File: src/rtl/alu_op_sequencer.sv
// Command-side master for a 32-bit combinational ALU: accepts one request at a time,
// sequences one or two ALU passes and returns the result over a valid/ready handshake.
module alu_op_sequencer #(
    parameter int WIDTH = 32
) (
    input  logic             clk,
    input  logic             rst_n,
    input  logic             cmd_valid,
    output logic             cmd_ready,
    input  logic [3:0]       cmd_op,
    input  logic [WIDTH-1:0] cmd_a,
    input  logic [WIDTH-1:0] cmd_b,
    output logic [WIDTH-1:0] alu_a,
    output logic [WIDTH-1:0] alu_b,
    output logic [2:0]       alu_f,
    input  logic [WIDTH-1:0] alu_y,
    input  logic             alu_zero,
    output logic             res_valid,
    input  logic             res_ready,
    output logic [WIDTH-1:0] res_data,
    output logic             res_zero,
    output logic             res_err
);

    typedef enum logic [1:0] {
        IDLE  = 2'd0,
        EXEC1 = 2'd1,
        EXEC2 = 2'd2,
        DONE  = 2'd3
    } state_t;

    localparam logic [3:0] OP_AND     = 4'd0;
    localparam logic [3:0] OP_OR      = 4'd1;
    localparam logic [3:0] OP_ADD     = 4'd2;
    localparam logic [3:0] OP_SUB     = 4'd3;
    localparam logic [3:0] OP_SLT     = 4'd4;
    localparam logic [3:0] OP_ANDN    = 4'd5;
    localparam logic [3:0] OP_ORN     = 4'd6;
    localparam logic [3:0] OP_EQ      = 4'd7;
    localparam logic [3:0] OP_MIN     = 4'd8;
    localparam logic [3:0] OP_MAX     = 4'd9;
    localparam logic [3:0] OP_ABSDIFF = 4'd10;

    localparam logic [2:0] F_AND  = 3'b000;
    localparam logic [2:0] F_OR   = 3'b001;
    localparam logic [2:0] F_ADD  = 3'b010;
    localparam logic [2:0] F_ANDN = 3'b100;
    localparam logic [2:0] F_ORN  = 3'b101;
    localparam logic [2:0] F_SUB  = 3'b110;
    localparam logic [2:0] F_SLT  = 3'b111;

    state_t           state, state_n;
    logic [3:0]       op_q, op_n;
    logic [WIDTH-1:0] a_q, a_n;
    logic [WIDTH-1:0] b_q, b_n;
    logic             lt_q, lt_n;
    logic [WIDTH-1:0] alu_a_n, alu_b_n;
    logic [2:0]       alu_f_n;
    logic [WIDTH-1:0] res_data_n;
    logic             res_zero_n;
    logic             res_err_n;
    logic             res_load;

    // First-pass ALU function; composite ops all start with a compare or subtract.
    function automatic logic [2:0] first_func(input logic [3:0] op);
        case (op)
            OP_AND:     first_func = F_AND;
            OP_OR:      first_func = F_OR;
            OP_ADD:     first_func = F_ADD;
            OP_SUB:     first_func = F_SUB;
            OP_SLT:     first_func = F_SLT;
            OP_ANDN:    first_func = F_ANDN;
            OP_ORN:     first_func = F_ORN;
            OP_EQ:      first_func = F_SUB;
            default:    first_func = F_SLT;
        endcase
    endfunction

    assign cmd_ready = (state == IDLE);
    assign res_valid = (state == DONE);

    always_comb begin
        state_n    = state;
        op_n       = op_q;
        a_n        = a_q;
        b_n        = b_q;
        lt_n       = lt_q;
        alu_a_n    = alu_a;
        alu_b_n    = alu_b;
        alu_f_n    = F_AND;
        res_data_n = res_data;
        res_err_n  = res_err;
        res_load   = 1'b0;

        case (state)
            IDLE: begin
                if (cmd_valid) begin
                    op_n = cmd_op;
                    a_n  = cmd_a;
                    b_n  = cmd_b;
                    if (cmd_op <= OP_ABSDIFF) begin
                        alu_a_n   = cmd_a;
                        alu_b_n   = cmd_b;
                        alu_f_n   = first_func(cmd_op);
                        res_err_n = 1'b0;
                        state_n   = EXEC1;
                    end else begin
                        res_data_n = '0;
                        res_err_n  = 1'b1;
                        res_load   = 1'b1;
                        state_n    = DONE;
                    end
                end
            end

            EXEC1: begin
                state_n = DONE;
                case (op_q)
                    OP_EQ: begin
                        res_data_n = {{(WIDTH-1){1'b0}}, alu_zero};
                        res_load   = 1'b1;
                    end
                    OP_MIN: begin
                        lt_n       = alu_y[0];
                        res_data_n = alu_y[0] ? a_q : b_q;
                        res_load   = 1'b1;
                    end
                    OP_MAX: begin
                        lt_n       = alu_y[0];
                        res_data_n = alu_y[0] ? b_q : a_q;
                        res_load   = 1'b1;
                    end
                    OP_ABSDIFF: begin
                        // Order the subtraction so the larger operand is the minuend.
                        lt_n    = alu_y[0];
                        alu_a_n = alu_y[0] ? b_q : a_q;
                        alu_b_n = alu_y[0] ? a_q : b_q;
                        alu_f_n = F_SUB;
                        state_n = EXEC2;
                    end
                    default: begin
                        res_data_n = alu_y;
                        res_load   = 1'b1;
                    end
                endcase
            end

            EXEC2: begin
                res_data_n = alu_y;
                res_load   = 1'b1;
                state_n    = DONE;
            end

            DONE: begin
                if (res_ready) begin
                    state_n = IDLE;
                end
            end

            default: state_n = IDLE;
        endcase

        res_zero_n = res_load ? (res_data_n == '0) : res_zero;
    end

    always_ff @(posedge clk or negedge rst_n) begin
        if (!rst_n) begin
            state    <= IDLE;
            op_q     <= '0;
            a_q      <= '0;
            b_q      <= '0;
            lt_q     <= 1'b0;
            alu_a    <= '0;
            alu_b    <= '0;
            alu_f    <= F_AND;
            res_data <= '0;
            res_zero <= 1'b0;
            res_err  <= 1'b0;
        end else begin
            state    <= state_n;
            op_q     <= op_n;
            a_q      <= a_n;
            b_q      <= b_n;
            lt_q     <= lt_n;
            alu_a    <= alu_a_n;
            alu_b    <= alu_b_n;
            alu_f    <= alu_f_n;
            res_data <= res_data_n;
            res_zero <= res_zero_n;
            res_err  <= res_err_n;
        end
    end

endmodule

File: config.mk
export PLATFORM = sky130hd
export DESIGN_NAME = alu_op_sequencer
export DESIGN_NICKNAME = d
export VERILOG_FILES = /design/src/rtl/alu_op_sequencer.sv
export SDC_FILE = /design/constraint.sdc
export NUM_CORES = 1
export LEC_CHECK = 0
export CAP_MARGIN = 20
export CORE_UTILIZATION = 29
export CTS_CLUSTER_SIZE = 28
export DETAILED_ROUTE_END_ITERATION = 12
export PLACE_DENSITY_LB_ADDON = 0.15
export SYNTH_ARGS = -nofsm -noshare
export SYNTH_HDL_FRONTEND = slang
export SYNTH_SLANG_ARGS = --single-unit
File: constraint.sdc
create_clock -name clk -period 6.6 [get_ports clk]
set_input_delay 0.99 -clock clk [delete_from_list [all_inputs] [get_ports clk]]
set_output_delay 0.99 -clock clk [all_outputs]
set_load 0.02 [all_outputs]
Word level (Yosys, flattened, before mapping):

Memories as Yosys holds them, arrays and structs flattened.
Index checks and enable logic that the tools add are counted.

* word-level logic and storage cells: 57
* latch bits: 0
* memories kept: 1
* register bits: 171
* RAM bits: 0
* output and inout bits: 103
* ROM bits: 24

* $mul: 0
* add/subtract/negate cells: 0
* multiplexer cells: 28
* bitwise gates (word level): 0
* div/mod/pow operators: 0
* reductions and logical operators: 6
* order comparisons: 1
* shifts and indexed selects: 0
* eq/ne operators: 11

Memories
* (no name shown): depth 8, width 3, rd ports 1, clocked after memory_dff 0, write ports 0, line 66 `case (op)`

Operator list (count)
* 32-bit 2-to-1 mux: 10
* 32-bit one-hot mux with 2 select lines: 2
* 32-bit one-hot mux with 4 select lines: 1
* 32-bit one-hot mux with 3 select lines: 1
* 32-bit zero test: 1
* 4-bit == test (second input constant): 3
* 3-bit 2-to-1 mux: 4
* 2-bit one-hot mux with 4 select lines: 1
* 2-bit 2-to-1 mux: 3
* 3-bit one-hot mux with 2 select lines: 1
* 2-bit == test (second input constant): 2
* 4-bit by 3-bit == test with 1-bit output (second input constant): 1
* 4-bit <= comparator (second input constant): 1
* 1-bit 2-to-1 mux: 4
* 2-bit by 1-bit != test with 1-bit output (second input constant): 2
* 2-bit != test (second input constant): 2
* 2-bit AND reduction: 2
* 4-bit AND reduction: 1
* 1-bit one-hot mux with 3 select lines: 1
* 2-bit by 1-bit == test with 1-bit output (second input constant): 1
* 2-bit zero test: 1
* 2-bit nonzero test: 1

Logic depth before layout (Yosys ltp):

Gate-level depths: netlist of run 1.

* depth after elaboration: 5
* depth in mapped cells: 12
* mapped depth without buffers: 9

Worst setup path before layout of run 1:

No wires, ideal clock.

* path type: input to register
* start point: input alu_y[0]
* end point: register res_zero
* path slack: 3.293 ns
* required time: 6.508 ns
* path buffers: 3
* arrival: 3.215 ns
* stages: 9
* cells stage by stage: buf_2 > buf_2 > buf_1 > mux2i_1 > o22ai_1 > a221o_1 > nor4_1 > nand4_1 > o31ai_2

* cells in the longest elaborated chain, start to end: 4
* elaborated cells between the ends (all ways): 5
* classes of those cells: 4 x mux; 1 x reduce/logical

Ends and longest elaborated chain
* from (decl): line 16 `input logic [WIDTH-1:0] alu_y,`
* 32-bit 2-to-1 mux, on equally long branches: line 130, 125
* 32-bit one-hot mux with 4 select lines *: line 118 `case (op_q)`
* 32-bit one-hot mux with 3 select lines *: line 95 `case (state)`
* net res_data_n[10]: line 59 `logic [WIDTH-1:0] res_data_n;`
* 32-bit zero test *: line 163 `res_zero_n = res_load ? (res_data_n == '0) : res_zero;`
* to (signal assigned): line 189 `res_zero <= res_zero_n;`
* to (decl): line 21 `output logic res_zero,`

Mark *: on every way through the listed nets, which the timed path passes. The rest lies on a longest branch.
A chain may end at the register's enable or synchronous reset.

Worst setup path after layout of run 1:

* start point: input cmd_op[0]
* end point: register res_zero

* cells in the longest elaborated chain, start to end: 5
* elaborated cells between the ends (all ways): 8
* classes of those cells: 1 x order compare; 6 x mux; 1 x reduce/logical

Ends and longest elaborated chain
* from (decl): line 10 `input logic [3:0] cmd_op,`
* 4-bit <= comparator: line 101 `if (cmd_op <= OP_ABSDIFF) begin`
* 32-bit 2-to-1 mux: line 101
* 32-bit 2-to-1 mux: line 97 `if (cmd_valid) begin`
* 32-bit one-hot mux with 3 select lines: line 95
* net res_data_n[23]: line 59
* 32-bit zero test: line 163

The timed path passes the listed nets, and every way through them passes these cells.

==> results of run 1 <==
-- worst max path at each step --
stage | from | endpoint
after floorplan | alu_y[0] | res_zero$_DFFE_PN0P_
after global placement | cmd_op[0] | res_zero$_DFFE_PN0P_
after detailed placement | cmd_op[0] | res_zero$_DFFE_PN0P_
after CTS | cmd_op[0] | res_zero$_DFFE_PN0P_
after global routing | cmd_op[0] | res_zero$_DFFE_PN0P_
final | cmd_op[0] | res_zero$_DFFE_PN0P_
-- placed cells by master, fill, tap and decap left out, drive strengths merged, types with 6 or more instances in the layout --
| cell | count |
|---|---|
| clkdlybuf4s50 | 205 |
| a21o | 7 |
| clkbuf | 20 |
| nor2 | 33 |
| nand2 | 113 |
| o221ai | 6 |
| a221o | 23 |
| mux2 | 84 |
| a21oi | 31 |
| dfrtp | 171 |
| inv | 13 |
| o21ai | 113 |
| mux2i | 80 |
| bufinv | 7 |
| o22ai | 24 |
| and2 | 17 |
| buf | 11 |
| ha | 8 |
| nor2b | 7 |
-- flip-flops by register name, indices dropped and copies added (netlist names) --
name	flops
alu_a	32
alu_f	3
a_q	32
b_q	32
res_zero	1
op_q	4
res_data	32
res_err	1
alu_b	32
state	2
-- logic make-up after synthesis --
logic type	after synthesis	synth area share
compound gates	232	0.166
fa+ha+maj	8	0.0114
buf+inv	74	0.0347
flops	171	0.488
mux	164	0.199
simple gates	198	0.101
-- layout make-up --
| class | instances | area, um^2 |
|---|---|---|
| diodes | 1 | 2.50 |
| clock buffers | 19 | 443 |
| clock inverters | 13 | 259 |
| fillers | 2958 | 17800 |
| inverters | 10 | 37.5 |
| multi-input cells | 602 | 4210 |
| flip-flops and latches | 171 | 4280 |
| well taps | 390 | 488 |
| repair buffers | 217 | 2150 |
-- layer usage --
metal	wire length, um	part of all wire	up-vias
li1	-	-	3412
met4	225	0.0081	4
met3	1430	0.051	17
met1	13200	0.47	3482
met2	13000	0.47	151
met5	31	0.0011	-
-- power groups by stage --
stage,logic [mW],clock network [mW],registers (mW)
6_report,3.11,1.22,1.94
5_1_grt,3.42,1.28,2.02
4_1_cts,3.17,1.25,1.94
3_5_place_dp,3.16,0,1.96
3_3_place_gp,3.14,0,1.95
2_1_floorplan,1.72,0,2.15
-- critical path, delay by kind of cell --
family                   cells  cell delay, ps
AND/OR/NAND/NOR              4            1340
AO/OA/AOI/OAI                3             880
adder cells (fa/ha/maj)      1             210
buffers and inverters        3             980
-- Yosys cell counts (7+ instances only) --
| cell | count |
|---|---|
| nor2_1 | 33 |
| ha_1 | 8 |
| and2_1 | 13 |
| clkbuf_1 | 45 |
| buf_2 | 9 |
| buf_1 | 7 |
| a221o_1 | 23 |
| a21oi_1 | 31 |
| o21ai_0 | 113 |
| inv_1 | 8 |
| a21o_1 | 7 |
| dfrtp_1 | 171 |
| nand2_1 | 113 |
| nor2b_1 | 7 |
| o22ai_1 | 24 |
| mux2i_1 | 80 |
| mux2_2 | 84 |
-- stage by stage --
step                      hold WS, ps  instance area [um^2]  instances  total power, mW  worst slack [ps]
after floorplan                   496                  8770        847             3.87              3290
after global routing              505                 11900       1422             6.72              2240
after detailed placement          470                 11200       1390             5.12              2040
after global placement            463                 11200       1390             5.09              2150
final                             479                 11900       1423             6.27              2530
after CTS                         486                 11900       1422             6.36              2500
==> results.toml, run 1 <==
[clock_network]
numCtsBuffers = 17
clock_path_buffers = 2
insertion_delay_ps = 430
cts_resized = 0
clock-sinks = 171
cts_setup_buffers = 0
ctsHoldBuffers = 0
clk_pin_slew_ps = 70
cts_root_buffer = "clkbuf_16"
htree_levels = 4
cts_tree = "built"

[synth]
async_reset_ff_frac = 1.00
synth_cells = 847
ys.warnings.count = 0
ys_ff_latch = 171
synth_edf_count = 0
synthesis.area_um2 = 8770
synth_largest_area_cell = "dfrtp_1"
synth_top_flop_cell = "dfrtp_1"
ys_types = 51
synthTopCellsByArea = "dfrtp_1, mux2_2, mux2i_1, o21ai_0, nand2_1"
avgSynthCellArea_um2 = 10.4
synth.yosys.seq_area_share = 0.488
synth_nets = 960
synth_top_area_frac = 0.488

[min_path]
hp-start = "alu_a[9]$_DFFE_PN0P_"
min_to = "alu_a[9]$_DFFE_PN0P_"
hold_path_depth = 2
hold_path.class = "flop to flop"

[setup_path]
reg2reg_from = "op_q[0]$_DFFE_PN0P_"
critPathKind = "input port to flop"
crit_required_ps = 6930
rr_endpoint = "res_zero$_DFFE_PN0P_"
cp.arrival_ps = 4400
cp-end-kind = "flop"
cp_cell_sequence = "clkdlybuf4s50_1 -> inv_1 -> ha_1 -> nor2b_1 -> o211ai_1 -> buf_4 -> and2_1 -> a221o_1 -> or4_1 -> or4_1 -> o31ai_2"
r2r_slack_ps = 2650
cp-start-kind = "input port"
ff2ff_path_depth = 8
cp_max_fo = 21
slowest_stage = "or4_1"
critPathMaxStageDelay_ps = 540
critical_path.most_common_cell = "or4_1"

[sta]
fin_crit_sh = 0.616
setup_viol = 0
finalHoldViolations = 0
skew_ps = 15.1
maxSlewHeadroom = 0.328
final.setup.tns_ps = 0
slew_viol_final = 0
post-route-min-period_ps = 4070
fmax_ghz = 0.246
rsz0062_at_grt = "no"
tightest_slew_ps = 1010

[grt]
overflow = 0
globalRouteMet1Util = 0.252
grt_util_met3 = 0.0416
grtUsageMet2 = 0.293
grt_max_degree = 93
grt_pass1_wl_mm = 43.1
track_usage = 0.183
antenna_found_initial = 5
grt_pass1_vias = 7126
busiest_layer = "met2"

[final_layout]
drive_gt1_frac = 0.133
area_growth_pct = 35.4
final_core_util = 0.400
nets = 1132

[placement]
gp_congestion = 0.751
numPortBuffers = 207
dp_hpwl_mm = 19.5

[power_and_ir_drop]
combPwrFrac = 0.496
ir_drop_uv = 203
pwr-share-clk = 0.194
pwr-share-seq = 0.310
internal_power_mw = 3.72
power.density_nw_per_um2 = 529
swShare = 0.408
netSwitchingPower_mw = 2.56
cellLeakagePower_nw = 5.09

[floorplanning]
die_w_um = 176
die_area_um2 = 30900
fp-row-count = 63
start_util = 0.295
die_y_um = 176
io_pins = 208
coreArea_um2 = 29700

[route]
drc = 0
drtIter0Drc = 284
drt-total-wl_mm = 27.9
post_drt_via_cell_ratio = 4.97
drtPass1Iterations = 4
final_antenna_net_count = 0
vias = 7066
wl_per_cell_um = 19.6

[run]
drv_cap = 0

[outcome]
status = "completed"
No activity file was read; power rests on OpenSTA's default activity.
==> inputs of run 2 (changes only) <==
==> constraint.sdc (replaced) <==
create_clock -name clk -period 3.3 [get_ports clk]
set_input_delay 0.495 -clock clk [delete_from_list [all_inputs] [get_ports clk]]
set_output_delay 0.495 -clock clk [all_outputs]
set_load 0.02 [all_outputs]
==> run 2 against run 1 <==
- non-clock buffer count up 31
- largest power group unchanged
- die area unchanged
- critical endpoint unchanged
- largest cell class unchanged
- wire length up 2.3%
==> results.toml, run 2 (same netlist as run 1, synthesis figures left out) <==
[outcome]
status = "completed"

[grt]
overflow = 0
track_usage = 0.188
grt_max_degree = 74
grt_pass1_vias = 7408
antenna_found_initial = 4
grt_pass1_wl_mm = 44.2

[setup_path]
cp_max_fo = 7
r2r_slack_ps = 370
cp-end-kind = "flop"
cp.arrival_ps = 3310
critPathKind = "input port to flop"
crit_required_ps = 3640
cp-start-kind = "input port"

[run]
drv_cap = 0

[power_and_ir_drop]
pwr-share-clk = 0.181
swShare = 0.410
internal_power_mw = 7.46
ir_drop_uv = 349
netSwitchingPower_mw = 5.18
pwr-share-seq = 0.302
combPwrFrac = 0.517
cellLeakagePower_nw = 5.23
power.density_nw_per_um2 = 1050

[final_layout]
drive_gt1_frac = 0.159
final_cell_mix = "clkdlybuf4s50_1, dfrtp_1, o21ai_0, nand2_1, mux2_2"
nets = 1163
final_core_util = 0.407
layout_commonest_cell = "clkdlybuf4s50_1"
fill_cells = 2939
fin_cells = 1453
regArea_um2 = 4280
multi_input_area_um2 = 4220
area_growth_pct = 37.9

[route]
post_drt_via_cell_ratio = 5.00
met1Wirelength_mm = 13.1
drtIter0Drc = 330
drtPass1Iterations = 5
final_antenna_net_count = 0
dr.max_layer_used = "met5"
drt-total-wl_mm = 28.6
dr_wl_met3_mm = 1.58
vias = 7267
wl_met2_mm = 13.4
drc = 0
wl_per_cell_um = 19.7

[clock_network]
clock_path_buffers = 2
cts_root_buffer = "clkbuf_16"
numCtsBuffers = 17
clk_pin_slew_ps = 70
cts_tree = "built"
insertion_delay_ps = 430
htree_levels = 4
clock-sinks = 171
cts_setup_buffers = 0

[placement]
place_inst = 1421
gp_congestion = 0.802
dp_hpwl_mm = 20.9
numPortBuffers = 207

[floorplanning]
die_y_um = 176
die_w_um = 176
start_util = 0.295
fp-row-count = 63
io_pins = 208
coreArea_um2 = 29700
die_area_um2 = 30900

[sta]
setup_viol = 0
slew_viol_final = 0
post-route-min-period_ps = 2970
fmax_ghz = 0.337
skew_ps = 8.48
fin_crit_sh = 0.899
tightest_slew_ps = 999
maxSlewHeadroom = 0.334
finalHoldViolations = 0
rsz0062_at_grt = "no"

[min_path]
hold_path.class = "input port to asynchronous set/reset pin"
-- run 2: worst max-delay path: stages --
cell             delay, ps
clkdlybuf4s50_1        470
inv_1                   60
ha_1                   210
nor2b_1                210
o211ai_1               130
buf_4                  180
and2_1                 150
a221o_1                270
or4_1                  520
or4_1                  420
o31ai_2                170
-- run 2: timing repair --
action                     CTS  global route
hold buffers                 0             0
setup endpoints to repair    0             1
resized for setup            0             1
-- run 2: power by group through the flow --
stage | clock (mW) | combinational [mW] | sequential [mW]
global route | 2.43 | 7.14 | 3.97
finish | 2.28 | 6.54 | 3.82
floorplan | 0 | 3.45 | 4.30
CTS | 2.34 | 6.63 | 3.84
global placement | 0 | 6.56 | 3.85
detailed placement | 0 | 6.62 | 3.87
-- run 2: through the flow --
step                setup TNS [ps]  power [mW]  hold slack [ps]  area [um^2]  setup WS (ps)
finish                           0        12.6             93.6        12100            332
global route                     0        13.5              137        12100            149
CTS                              0        12.8              114        12100            175
detailed placement            -140        10.5              470        11400           -140
global placement             -90.1        10.4              461        11400          -90.1
floorplan                        0        7.75              199         8770            488
-- run 2: layer usage --
layer	vias to the layer above	global-route usage
met5	-	0
met4	4	0.0522
met3	26	0.0426
met2	178	0.303
met1	3580	0.252
li1	3479	-
-- run 2: final timing paths --
| path | from | endpoint | cells after the start |
|---|---|---|---|
| hold / removal | rst_n | alu_a[11]$_DFFE_PN0P_ | 1 |
| setup reg to reg | state[0]$_DFFE_PN0P_ | res_zero$_DFFE_PN0P_ | 9 |
| setup / recovery | cmd_op[0] | res_zero$_DFFE_PN0P_ | 11 |
| max in group asynchronous | rst_n | alu_b[31]$_DFFE_PN0P_ | 2 |
| hold reg to reg | alu_a[12]$_DFFE_PN0P_ | alu_a[12]$_DFFE_PN0P_ | 2 |
| min in group clk | alu_a[12]$_DFFE_PN0P_ | alu_a[12]$_DFFE_PN0P_ | 2 |
-- run 2: cell type report --
class | instances | share of cell area
clock inverter | 13 | 0.0177
sequential | 171 | 0.354
tap | 390 | 0.0403
timing repair buffer | 248 | 0.200
inverter | 10 | 0.00310
multi-input combinational | 602 | 0.349
clock buffer | 18 | 0.0363
antenna | 1 | 0.000207
